## src/rtl/scoreboard_ctl.sv

```systemverilog
// Scoreboard issue/sequencing controller for two mathers and one memoreer.
// Tracks RAW/WAW/WAR hazards and sequences operand read, execute and writeback per unit.
`timescale 1ns/1ps
module scoreboard_ctl #(
    parameter int OP_W     = 3,
    parameter int REG_W    = 3,
    parameter int SINK_REG = 7
) (
    input  logic               clk,
    input  logic               reset,
    input  logic               issue_valid,
    input  logic [OP_W-1:0]    issue_op,
    input  logic [REG_W-1:0]   issue_dest,
    input  logic [REG_W-1:0]   issue_src0,
    input  logic [REG_W-1:0]   issue_src1,
    output logic               issue_stall,
    input  logic [2:0]         fu_done,
    output logic [2:0]         fu_start,
    output logic [2:0]         fu_wb,
    output logic [3*OP_W-1:0]  fu_op,
    output logic [3*REG_W-1:0] fu_dest,
    output logic [3*REG_W-1:0] fu_src0,
    output logic [3*REG_W-1:0] fu_src1,
    output logic [2:0]         fu_busy
);

    typedef enum logic [1:0] {IDLE, WAIT_OPS, EXEC, WAIT_WB} unit_state_e;

    localparam logic [1:0]       NONE     = 2'd3;
    localparam logic [REG_W-1:0] SINK     = REG_W'(SINK_REG);
    localparam logic [OP_W-1:0]  OP_ADD   = OP_W'(0);
    localparam logic [OP_W-1:0]  OP_SUB   = OP_W'(1);
    localparam logic [OP_W-1:0]  OP_LOAD  = OP_W'(2);
    localparam logic [OP_W-1:0]  OP_STORE = OP_W'(3);

    unit_state_e      state_q [3], state_d [3];
    logic [OP_W-1:0]  op_q    [3], op_d    [3];
    logic [REG_W-1:0] fi_q    [3], fi_d    [3];
    logic [REG_W-1:0] fj_q    [3], fj_d    [3];
    logic [REG_W-1:0] fk_q    [3], fk_d    [3];
    logic [1:0]       qj_q    [3], qj_d    [3];
    logic [1:0]       qk_q    [3], qk_d    [3];
    logic             rj_q    [3], rj_d    [3];
    logic             rk_q    [3], rk_d    [3];
    logic [1:0]       status_q[8], status_d[8];

    logic [2:0]       war;
    logic             is_math, is_mem, waw_ok, do_issue;
    logic [1:0]       tgt, new_qj, new_qk;
    logic [REG_W-1:0] new_fi, new_fk;

    // A source's producer that is writing back right now counts as already done.
    function automatic logic [1:0] src_producer(input logic [REG_W-1:0] r,
                                                input logic [1:0] stat,
                                                input logic [2:0] wbv);
        if (r == SINK || stat == NONE) return NONE;
        if (wbv[stat]) return NONE;
        return stat;
    endfunction

    always_comb begin
        war = '0;
        fu_start = '0;
        fu_wb = '0;
        for (int k = 0; k < 3; k++) begin
            fu_start[k] = (state_q[k] == WAIT_OPS) && rj_q[k] && rk_q[k];
            if (fi_q[k] != SINK) begin
                for (int f = 0; f < 3; f++) begin
                    if (state_q[f] == WAIT_OPS &&
                        ((fj_q[f] == fi_q[k] && rj_q[f]) || (fk_q[f] == fi_q[k] && rk_q[f])))
                        war[k] = 1'b1;
                end
            end
            fu_wb[k] = (state_q[k] == WAIT_WB) && !war[k];
        end
    end

    always_comb begin
        is_math = (issue_op == OP_ADD) || (issue_op == OP_SUB);
        is_mem  = (issue_op == OP_LOAD) || (issue_op == OP_STORE);
        tgt = NONE;
        if (is_math) begin
            if (state_q[0] == IDLE)      tgt = 2'd0;
            else if (state_q[1] == IDLE) tgt = 2'd1;
        end else if (is_mem && state_q[2] == IDLE) begin
            tgt = 2'd2;
        end
        new_fi = (issue_op == OP_STORE) ? SINK : issue_dest;
        new_fk = (issue_op == OP_LOAD) ? SINK : issue_src1;
        waw_ok = (new_fi == SINK) || (status_q[new_fi] == NONE);
        do_issue = issue_valid && (tgt != NONE) && waw_ok;
        issue_stall = issue_valid && (is_math || is_mem) && !do_issue;
        new_qj = src_producer(issue_src0, status_q[issue_src0], fu_wb);
        new_qk = src_producer(new_fk, status_q[new_fk], fu_wb);
    end

    always_comb begin
        for (int k = 0; k < 3; k++) begin
            state_d[k] = state_q[k];
            op_d[k] = op_q[k];
            fi_d[k] = fi_q[k];
            fj_d[k] = fj_q[k];
            fk_d[k] = fk_q[k];
            qj_d[k] = qj_q[k];
            qk_d[k] = qk_q[k];
            rj_d[k] = rj_q[k];
            rk_d[k] = rk_q[k];
            case (state_q[k])
                IDLE: begin
                    if (do_issue && tgt == 2'(k)) begin
                        state_d[k] = WAIT_OPS;
                        op_d[k] = issue_op;
                        fi_d[k] = new_fi;
                        fj_d[k] = issue_src0;
                        fk_d[k] = new_fk;
                        qj_d[k] = new_qj;
                        qk_d[k] = new_qk;
                        rj_d[k] = (new_qj == NONE);
                        rk_d[k] = (new_qk == NONE);
                    end
                end
                WAIT_OPS: begin
                    if (fu_start[k]) begin
                        state_d[k] = EXEC;
                        rj_d[k] = 1'b0;
                        rk_d[k] = 1'b0;
                    end else begin
                        for (int w = 0; w < 3; w++) begin
                            if (fu_wb[w] && qj_q[k] == 2'(w)) begin
                                qj_d[k] = NONE;
                                rj_d[k] = 1'b1;
                            end
                            if (fu_wb[w] && qk_q[k] == 2'(w)) begin
                                qk_d[k] = NONE;
                                rk_d[k] = 1'b1;
                            end
                        end
                    end
                end
                EXEC:    if (fu_done[k]) state_d[k] = WAIT_WB;
                WAIT_WB: if (fu_wb[k]) state_d[k] = IDLE;
                default: state_d[k] = IDLE;
            endcase
        end
        // WAW exclusion means a new claim never targets an entry being released.
        for (int r = 0; r < 8; r++) status_d[r] = status_q[r];
        for (int k = 0; k < 3; k++) begin
            if (fu_wb[k] && fi_q[k] != SINK && status_q[fi_q[k]] == 2'(k))
                status_d[fi_q[k]] = NONE;
        end
        if (do_issue && new_fi != SINK) status_d[new_fi] = tgt;
    end

    always_ff @(posedge clk or posedge reset) begin
        if (reset) begin
            for (int k = 0; k < 3; k++) begin
                state_q[k] <= IDLE;
                op_q[k] <= '0;
                fi_q[k] <= '0;
                fj_q[k] <= '0;
                fk_q[k] <= '0;
                qj_q[k] <= NONE;
                qk_q[k] <= NONE;
                rj_q[k] <= 1'b0;
                rk_q[k] <= 1'b0;
            end
            for (int r = 0; r < 8; r++) status_q[r] <= NONE;
        end else begin
            for (int k = 0; k < 3; k++) begin
                state_q[k] <= state_d[k];
                op_q[k] <= op_d[k];
                fi_q[k] <= fi_d[k];
                fj_q[k] <= fj_d[k];
                fk_q[k] <= fk_d[k];
                qj_q[k] <= qj_d[k];
                qk_q[k] <= qk_d[k];
                rj_q[k] <= rj_d[k];
                rk_q[k] <= rk_d[k];
            end
            for (int r = 0; r < 8; r++) status_q[r] <= status_d[r];
        end
    end

    always_comb begin
        for (int k = 0; k < 3; k++) begin
            fu_op[OP_W*k +: OP_W] = op_q[k];
            fu_dest[REG_W*k +: REG_W] = fi_q[k];
            fu_src0[REG_W*k +: REG_W] = fj_q[k];
            fu_src1[REG_W*k +: REG_W] = fk_q[k];
            fu_busy[k] = (state_q[k] != IDLE);
        end
    end

endmodule

```

## config.mk

```make
export PLATFORM = sky130hd
export DESIGN_NAME = scoreboard_ctl
export DESIGN_NICKNAME = d
export VERILOG_FILES = /design/src/rtl/scoreboard_ctl.sv
export SDC_FILE = /design/constraint.sdc
export NUM_CORES = 1
export LEC_CHECK = 0
export BUFFER_PORTS_ARGS = -buffer_cell sky130_fd_sc_hd__buf_2
export CAP_MARGIN = 20
export CORE_MARGIN = 10
export CORE_UTILIZATION = 56
export DETAILED_ROUTE_END_ITERATION = 8
export GPL_TIMING_DRIVEN = 0
export PLACE_DENSITY = 0.77
export RECOVER_POWER = 25
export SLEW_MARGIN = 20
export SYNTH_ARGS = -nofsm -noshare
export SYNTH_HDL_FRONTEND = slang
export SYNTH_SLANG_ARGS = --single-unit
```

## constraint.sdc

```tcl
create_clock -name clk -period 3.5 [get_ports clk]
set_input_delay 0.175 -clock clk [delete_from_list [all_inputs] [get_ports clk]]
set_output_delay 0.175 -clock clk [all_outputs]
set_load 0.02 [all_outputs]
```

## Yosys cells after proc, flatten, opt, wreduce, memory -nomap -nowiden

Index checks and enable logic that the tools add are counted.

| word-level totals | value |
|---|---|
| register bits | 76 |
| bits of input ports | 18 |
| output and inout port bits | 46 |
| word-level logic and storage cells | 424 |

| cells by class | value |
|---|---|
| $lt $le $gt $ge | 12 |
| eq/ne operators | 86 |
| multiplexer cells | 154 |
| bitwise logic cells | 9 |
| reductions and logical operators | 128 |

Operators by type and width:

| operator | count |
|---|---|
| 2-bit two-way mux | 69 |
| 1-bit logical AND | 73 |
| 16-bit two-way mux | 4 |
| 3-bit equality test | 18 |
| 1-bit two-way mux | 51 |
| 16-bit OR | 3 |
| 2-bit equality test, second input constant | 19 |
| 2-bit binary-select mux with 3-bit select | 6 |
| 4-bit AND reduction | 9 |
| 5-bit by 2-bit != test with 1-bit output, second input constant | 6 |
| 2-bit != test, second input constant | 13 |
| 2-bit demux with 3-bit select | 4 |
| 4-bit >= comparator, second input constant | 6 |
| 4-bit by 1-bit != test with 1-bit output, second input constant | 6 |
| 3-bit NOT with 4-bit output | 6 |
| 2-bit one-hot mux with 2 select lines | 6 |
| 2-bit one-hot mux with 4 select lines | 3 |
| 2-bit by 1-bit equality test with 1-bit output, second input constant | 11 |
| 2-bit logical NOT | 11 |
| 3-bit AND reduction | 6 |
| 16-bit bitwise mux | 1 |
| 4-bit by 1-bit < comparator with 1-bit output, second input constant | 4 |
| 1-bit logical OR | 15 |
| 3-bit != test, second input constant | 4 |
| 12 further kinds | 35 |

## Longest topological paths before layout

| depth | value |
|---|---|
| depth in word-level cells | 19 |
| gate-level depth with buffers | 11 |
| mapped depth without buffers | 9 |

## Least setup slack after synthesis

OpenSTA, ideal clock, no wires.

| timing | value |
|---|---|
| path type | reg2reg |
| from | reg fi_q (netlist bit fu_dest[0]) |
| to | reg qj_q[0] in the netlist's numbering |
| setup time | 82 ps |
| arrival time | 2258 ps |
| data required time | 3418 ps |
| slack | 1159 ps |
| stages on the path, launching flop included | 11 |
| period minus slack after synthesis | 2341 ps |
| cells stage by stage | dfrtp_1 buf_4 nand3_1 nand2_1 a21oi_1 nor4_2 buf_2 mux2i_1 o21ai_1 nand3_2 mux2_4 |

| between the ends | value |
|---|---|
| cells in the longest elaborated chain, start to end | 18 |
| elaborated cells between the ends (all ways) | 37 |
| classes of those cells | eq/ne: 8; mux: 13; reduce/logical: 16 |

RTL lines:

| element | RTL line | source |
|---|---|---|
| from (decl) | 38 | `logic [REG_W-1:0] fi_q [3], fi_d [3];` |
| from (signal, indexed assignment) | 172 | `fi_q[k] <= fi_d[k];` |
| 3-bit equality test | 70 | `((fj_q[f] == fi_q[k] && rj_q[f]) \|\| (fk_q[f] == fi_q[k] && rk_q[f])))` |
| 1-bit logical AND | 70 |  |
| 1-bit logical OR | 70 |  |
| 1-bit logical AND | 69 | `if (state_q[f] == WAIT_OPS &&` |
| 1-bit two-way mux (3 in a row) | 69 |  |
| 1-bit two-way mux * | 67 | `if (fi_q[k] != SINK) begin` |
| 1-bit logical NOT * | 74 | `fu_wb[k] = (state_q[k] == WAIT_WB) && !war[k];` |
| 1-bit logical AND * | 74 |  |
| via fu_wb[0] | 19 | `output logic [2:0] fu_wb,` |
| 1-bit binary-select mux with 2-bit select | 57 | `if (wbv[stat]) return NONE;` |
| 1-bit two-way mux (implied by the code) | 57 |  |
| 1-bit two-way mux (2 in a row) | 57 |  |
| 2-bit two-way mux | 58 | `return stat;` |
| 2-bit two-way mux | 57 |  |
| 2-bit two-way mux | 110 | `if (do_issue && tgt == 2'(k)) begin` |
| 2-bit one-hot mux with 2 select lines | 108 | `case (state_q[k])` |
| to (signal, indexed assignment) | 175 | `qj_q[k] <= qj_d[k];` |
| to (decl) | 41 | `logic [1:0] qj_q [3], qj_d [3];` |

Mark *: on every way through the listed nets, which the timed path passes. The rest lies on a longest branch. The select of a mux whose other input is x is not followed.
A chain may end at the register's enable or synchronous reset.

## Worst setup path after layout

| timing | value |
|---|---|
| from | reg fi_q (netlist bit fu_dest[4]) |
| to | reg rk_q[1] in the netlist's numbering |

| between the ends | value |
|---|---|
| cells in the longest elaborated chain, start to end | 19 |
| elaborated cells between the ends (all ways) | 41 |
| classes of those cells | eq/ne: 9; mux: 16; reduce/logical: 16 |

RTL lines:

| element | RTL line | source |
|---|---|---|
| 3-bit equality test | 70 |  |
| 1-bit logical AND | 70 |  |
| 1-bit logical OR | 70 |  |
| 1-bit logical AND | 69 |  |
| 1-bit two-way mux (3 in a row) | 69 |  |
| 1-bit two-way mux * | 67 |  |
| 1-bit logical NOT * | 74 |  |
| 1-bit logical AND * | 74 |  |
| 1-bit binary-select mux with 2-bit select | 57 |  |
| 1-bit two-way mux (implied by the code) | 57 |  |
| 1-bit two-way mux (2 in a row) | 57 |  |
| 2-bit two-way mux | 58 |  |
| 2-bit two-way mux | 57 |  |
| 2-bit equality test | 119 | `rk_d[k] = (new_qk == NONE);` |
| 1-bit two-way mux | 110 |  |
| 1-bit one-hot mux with 2 select lines | 108 |  |
| to (signal, indexed assignment) | 178 | `rk_q[k] <= rk_d[k];` |
| to (decl) | 44 | `logic rk_q [3], rk_d [3];` |

Mark *: on every way between the ends. The rest lies on a longest branch, timed or not. The select of a mux whose other input is x is not followed.

==> metrics.txt <==
# TYPE chip_impl_metric gauge
chip_impl_info{name="outcome",value="complete, no violations"} 1
chip_impl_metric{name="hold_buf_cts",unit=""} 1
chip_impl_info{name="crit_path_start_kind",value="flop"} 1
chip_impl_info{name="criticalPathCategory",value="flop to flop"} 1
chip_impl_metric{name="netlist_area",unit="sq um"} 5480
chip_impl_metric{name="hold_ws",unit="ns"} 0.175
chip_impl_metric{name="maximum_number_of_pins_on_one_net_before_global_route_repair",unit=""} 45
chip_impl_metric{name="design_power_total",unit="mW"} 4.77
chip_impl_metric{name="io_buffer_count",unit=""} 57
chip_impl_metric{name="post-route-util",unit="%"} 64.1
chip_impl_metric{name="synthesis.area_per_instance",unit="sq um"} 9.24
chip_impl_metric{name="synth_cells",unit=""} 593
chip_impl_metric{name="design_area",unit="sq um"} 6180
chip_impl_metric{name="max_slew.worst_pin.slew",unit="ns"} 1.45
chip_impl_metric{name="gp_routability_congestion",unit=""} 0.960
chip_impl_metric{name="ys_warns",unit=""} 0
chip_impl_metric{name="gr-total-overflow",unit=""} 0
chip_impl_metric{name="flow.area_growth_from_synthesis",unit="%"} 12.9
chip_impl_metric{name="post_synth_num_cell_types",unit=""} 71
chip_impl_info{name="grt_setup_unrepaired",value="no"} 1
chip_impl_metric{name="cp_num_buf_inv",unit=""} 2
chip_impl_metric{name="fmax",unit="MHz"} 348
chip_impl_metric{name="cts_max_path_bufs",unit=""} 2
chip_impl_metric{name="drt-initial-drc-count",unit=""} 412
chip_impl_metric{name="relSlewSlack",unit="%"} 2.51
chip_impl_metric{name="final_max_slew_viol_count",unit=""} 0
chip_impl_metric{name="worst_path_clk_slew",unit="ns"} 0.08
chip_impl_metric{name="proportion_of_synthesized_chip_area_in_sequential_cells",unit="%"} 35.4
chip_impl_metric{name="power_leakage",unit="nW"} 2.77
chip_impl_metric{name="final-hold-violation-count",unit=""} 0
chip_impl_metric{name="cts_repair_resize_count",unit=""} 0
chip_impl_metric{name="report.final.setup_viol",unit=""} 0
chip_impl_metric{name="total_number_of_vias",unit=""} 4894
chip_impl_metric{name="layout_worst_path_cycle_share",unit="%"} 82.1
chip_impl_info{name="crit_family",value="simple AND/OR/NAND/NOR gates"} 1
chip_impl_info{name="cts_tree",value="yes"} 1
chip_impl_metric{name="routed_wire_length_per_instance",unit="um"} 20.6
chip_impl_info{name="route.top_layer_used",value="met4"} 1
chip_impl_info{name="clk_root_buffer_cell",value="sky130_fd_sc_hd__clkbuf_8"} 1
chip_impl_metric{name="cp_max_stage_delay",unit="ns"} 0.60
chip_impl_metric{name="irDropWorstVdd",unit="mV"} 0.339
chip_impl_metric{name="grt_util_all_layers",unit="%"} 23.2
chip_impl_info{name="timing.critical_path.cells",value="buf_4, nand3_1, nand2_1, a21oi_1, nor4b_2, buf_4, mux2i_1, nand4_1, nand2_1, a211oi_1"} 1
chip_impl_metric{name="via_count_of_the_first_global_routing_pass",unit=""} 4884
chip_impl_metric{name="syn-num-nets",unit=""} 624
chip_impl_info{name="endpoint_kind",value="flop"} 1
chip_impl_metric{name="core_region_area",unit="sq um"} 9640
chip_impl_metric{name="via_per_inst",unit=""} 6.11
chip_impl_metric{name="insertedDiodeCount",unit=""} 0
chip_impl_metric{name="routed_wirelength",unit="um"} 16500
chip_impl_metric{name="max_cap_viol_count",unit=""} 0
chip_impl_metric{name="synth-seq-cells",unit=""} 76
chip_impl_metric{name="antenna_violating_nets_post_route",unit=""} 0
chip_impl_metric{name="post_dp_cell_area",unit="sq um"} 5950
chip_impl_info{name="cpMaxStageDelayCell",value="sky130_fd_sc_hd__nor4b_2"} 1
chip_impl_metric{name="sequential_cell_area",unit="sq um"} 1940
chip_impl_metric{name="drive_above_1_share",unit="%"} 24.7
chip_impl_info{name="worstHoldPathType",value="primary input to flop"} 1
chip_impl_metric{name="cp_data_required_time",unit="ns"} 3.77
chip_impl_info{name="synthTopCellsByCount",value="sky130_fd_sc_hd__nand2_1, sky130_fd_sc_hd__xnor2_1, sky130_fd_sc_hd__dfrtp_1"} 1
chip_impl_metric{name="first_pass_iters",unit=""} 5
chip_impl_metric{name="fin_tns_setup",unit="ns"} 0
chip_impl_metric{name="synth_top_area_share",unit="%"} 21.9
chip_impl_metric{name="die_ar",unit="sq um"} 14100
chip_impl_info{name="most_area_hungry_cell_type_in_the_yosys_netlist",value="sky130_fd_sc_hd__dfrtp_1"} 1
chip_impl_metric{name="met3_length",unit="um"} 960
chip_impl_metric{name="route.layer.met1.wl",unit="um"} 6880
chip_impl_metric{name="nNetsFinal",unit=""} 694
chip_impl_metric{name="dieWidth",unit="um"} 119
chip_impl_metric{name="power_density",unit="nW/um^2"} 772
chip_impl_info{name="ys.flop_type",value="sky130_fd_sc_hd__dfrtp_1"} 1
chip_impl_metric{name="final_period_minus_worst_setup_slack",unit="ns"} 2.87
chip_impl_metric{name="rows",unit=""} 36
chip_impl_metric{name="met2WireLength",unit="um"} 8260
chip_impl_metric{name="die_y",unit="um"} 119
chip_impl_metric{name="finClkSkew",unit="ns"} 0.00930
chip_impl_metric{name="place.detailed.hpwl",unit="um"} 12500
chip_impl_metric{name="highest_fanout_seen_on_the_critical_path",unit=""} 10
chip_impl_metric{name="synth_enable_flop_cells",unit=""} 0
chip_impl_metric{name="initial_core_util",unit="%"} 56.8
chip_impl_metric{name="multi_input_area",unit="sq um"} 3160
chip_impl_metric{name="floorplan.io_pins",unit=""} 64
chip_impl_metric{name="post_cts.repair.setup_buffers",unit=""} 0
chip_impl_metric{name="antenna_found_initial",unit=""} 0
chip_impl_info{name="post_synth_main_area_contributors",value="sky130_fd_sc_hd__dfrtp_1, sky130_fd_sc_hd__dfstp_2, sky130_fd_sc_hd__xnor2_1, sky130_fd_sc_hd__mux2i_1, sky130_fd_sc_hd__nand2_1"} 1
chip_impl_metric{name="tritoncts.num_buffers",unit=""} 9
chip_impl_metric{name="cts_num_sinks",unit=""} 76
chip_impl_metric{name="critPathArrivalTime",unit="ns"} 3.14
chip_impl_metric{name="grt_first_pass_wirelength",unit="um"} 26600
chip_impl_metric{name="h-tree-depth",unit=""} 3
chip_impl_metric{name="worstSkewPairLatency",unit="ns"} 0.36
chip_impl_metric{name="synth_async_reset_ratio",unit="%"} 100
chip_impl_metric{name="fillcell_total",unit=""} 868
chip_impl_metric{name="drc",unit=""} 0
-- report_power, final --
| group | internal [mW] | total [mW] | switching, mW |
|---|---|---|---|
| Sequential | 1.21 | 1.60 | 0.385 |
| Combinational | 0.972 | 2.38 | 1.40 |
| Clock | 0.461 | 0.799 | 0.338 |
-- state kept, by name, indices dropped and copies added, names as in the netlist --
signal	count
rk_q	3
fu_src1	9
qj_q	6
fu_dest	9
qk_q	6
rj_q	3
status_q	16
fu_op	9
fu_src0	9
state_q	6
-- routing by layer --
| layer | GRT usage, % | up-vias |
|---|---|---|
| li1 | - | 2259 |
| met1 | 28.9 | 2420 |
| met2 | 39.9 | 185 |
| met3 | 2.88 | 30 |
| met4 | 9.31 | 0 |
| met5 | 0 | - |
-- cells by family after synthesis --
family | after synthesis | share of synthesized area (%)
and+or+nand+nor | 192 | 19.4
AOI/OAI and AO/OA | 133 | 16.4
buffers and inverters | 79 | 6.90
DFF | 76 | 35.4
xor gates and xnor gates | 54 | 8.63
muxes | 46 | 10.3
adders and majority gates | 13 | 2.97
-- cell usage in the layout, fill, tap and decap left out, types with 17 or more instances in the layout --
| cell type | count |
|---|---|
| sky130_fd_sc_hd__dfrtp_1 | 48 |
| sky130_fd_sc_hd__nand2_1 | 54 |
| sky130_fd_sc_hd__nand4_1 | 22 |
| sky130_fd_sc_hd__xnor2_1 | 54 |
| sky130_fd_sc_hd__nand3_1 | 17 |
| sky130_fd_sc_hd__inv_1 | 40 |
| sky130_fd_sc_hd__nor2_1 | 30 |
| sky130_fd_sc_hd__a21oi_1 | 35 |
| sky130_fd_sc_hd__buf_2 | 74 |
| sky130_fd_sc_hd__o21ai_0 | 27 |
| sky130_fd_sc_hd__mux2i_1 | 22 |
| sky130_fd_sc_hd__dfstp_2 | 26 |
-- worst paths after layout --
check	slack [ns]	cells after the start	to	from
min	0.17	2	fu_op[6]$_DFFE_PP0P_	issue_op[0]
min reg2reg	0.48	1	fu_op[7]$_DFFE_PP0P_	fu_op[7]$_DFFE_PP0P_
max in group asynchronous	1.13	4	fu_op[1]$_DFFE_PP0P_	reset
max reg2reg	0.63	10	rk_q[1]$_DFFE_PP0P_	fu_dest[4]$_DFFE_PP0P_
max	0.63	10	rk_q[1]$_DFFE_PP0P_	fu_dest[4]$_DFFE_PP0P_
min in group asynchronous	0.68	3	fu_src1[5]$_DFFE_PP0P_	reset
-- area by class of cell --
| class | instances | area share (%) |
|---|---|---|
| Multi-Input combinational cell | 438 | 51.2 |
| Inverter | 41 | 2.51 |
| Sequential cell | 76 | 31.3 |
| Tap cell | 133 | 2.69 |
| Clock inverter | 3 | 1.09 |
| Buffer | 38 | 3.62 |
| Timing Repair Buffer | 59 | 4.86 |
| Clock buffer | 13 | 2.73 |
-- through the flow --
stage                     cells  worst slack [ns]
after CTS                   801             0.709
after floorplan             593              1.16
after global routing        801             0.390
final                       801             0.627
after detailed placement    784             0.736
after global placement      783             0.537
Power figures use the tool's default switching activity.
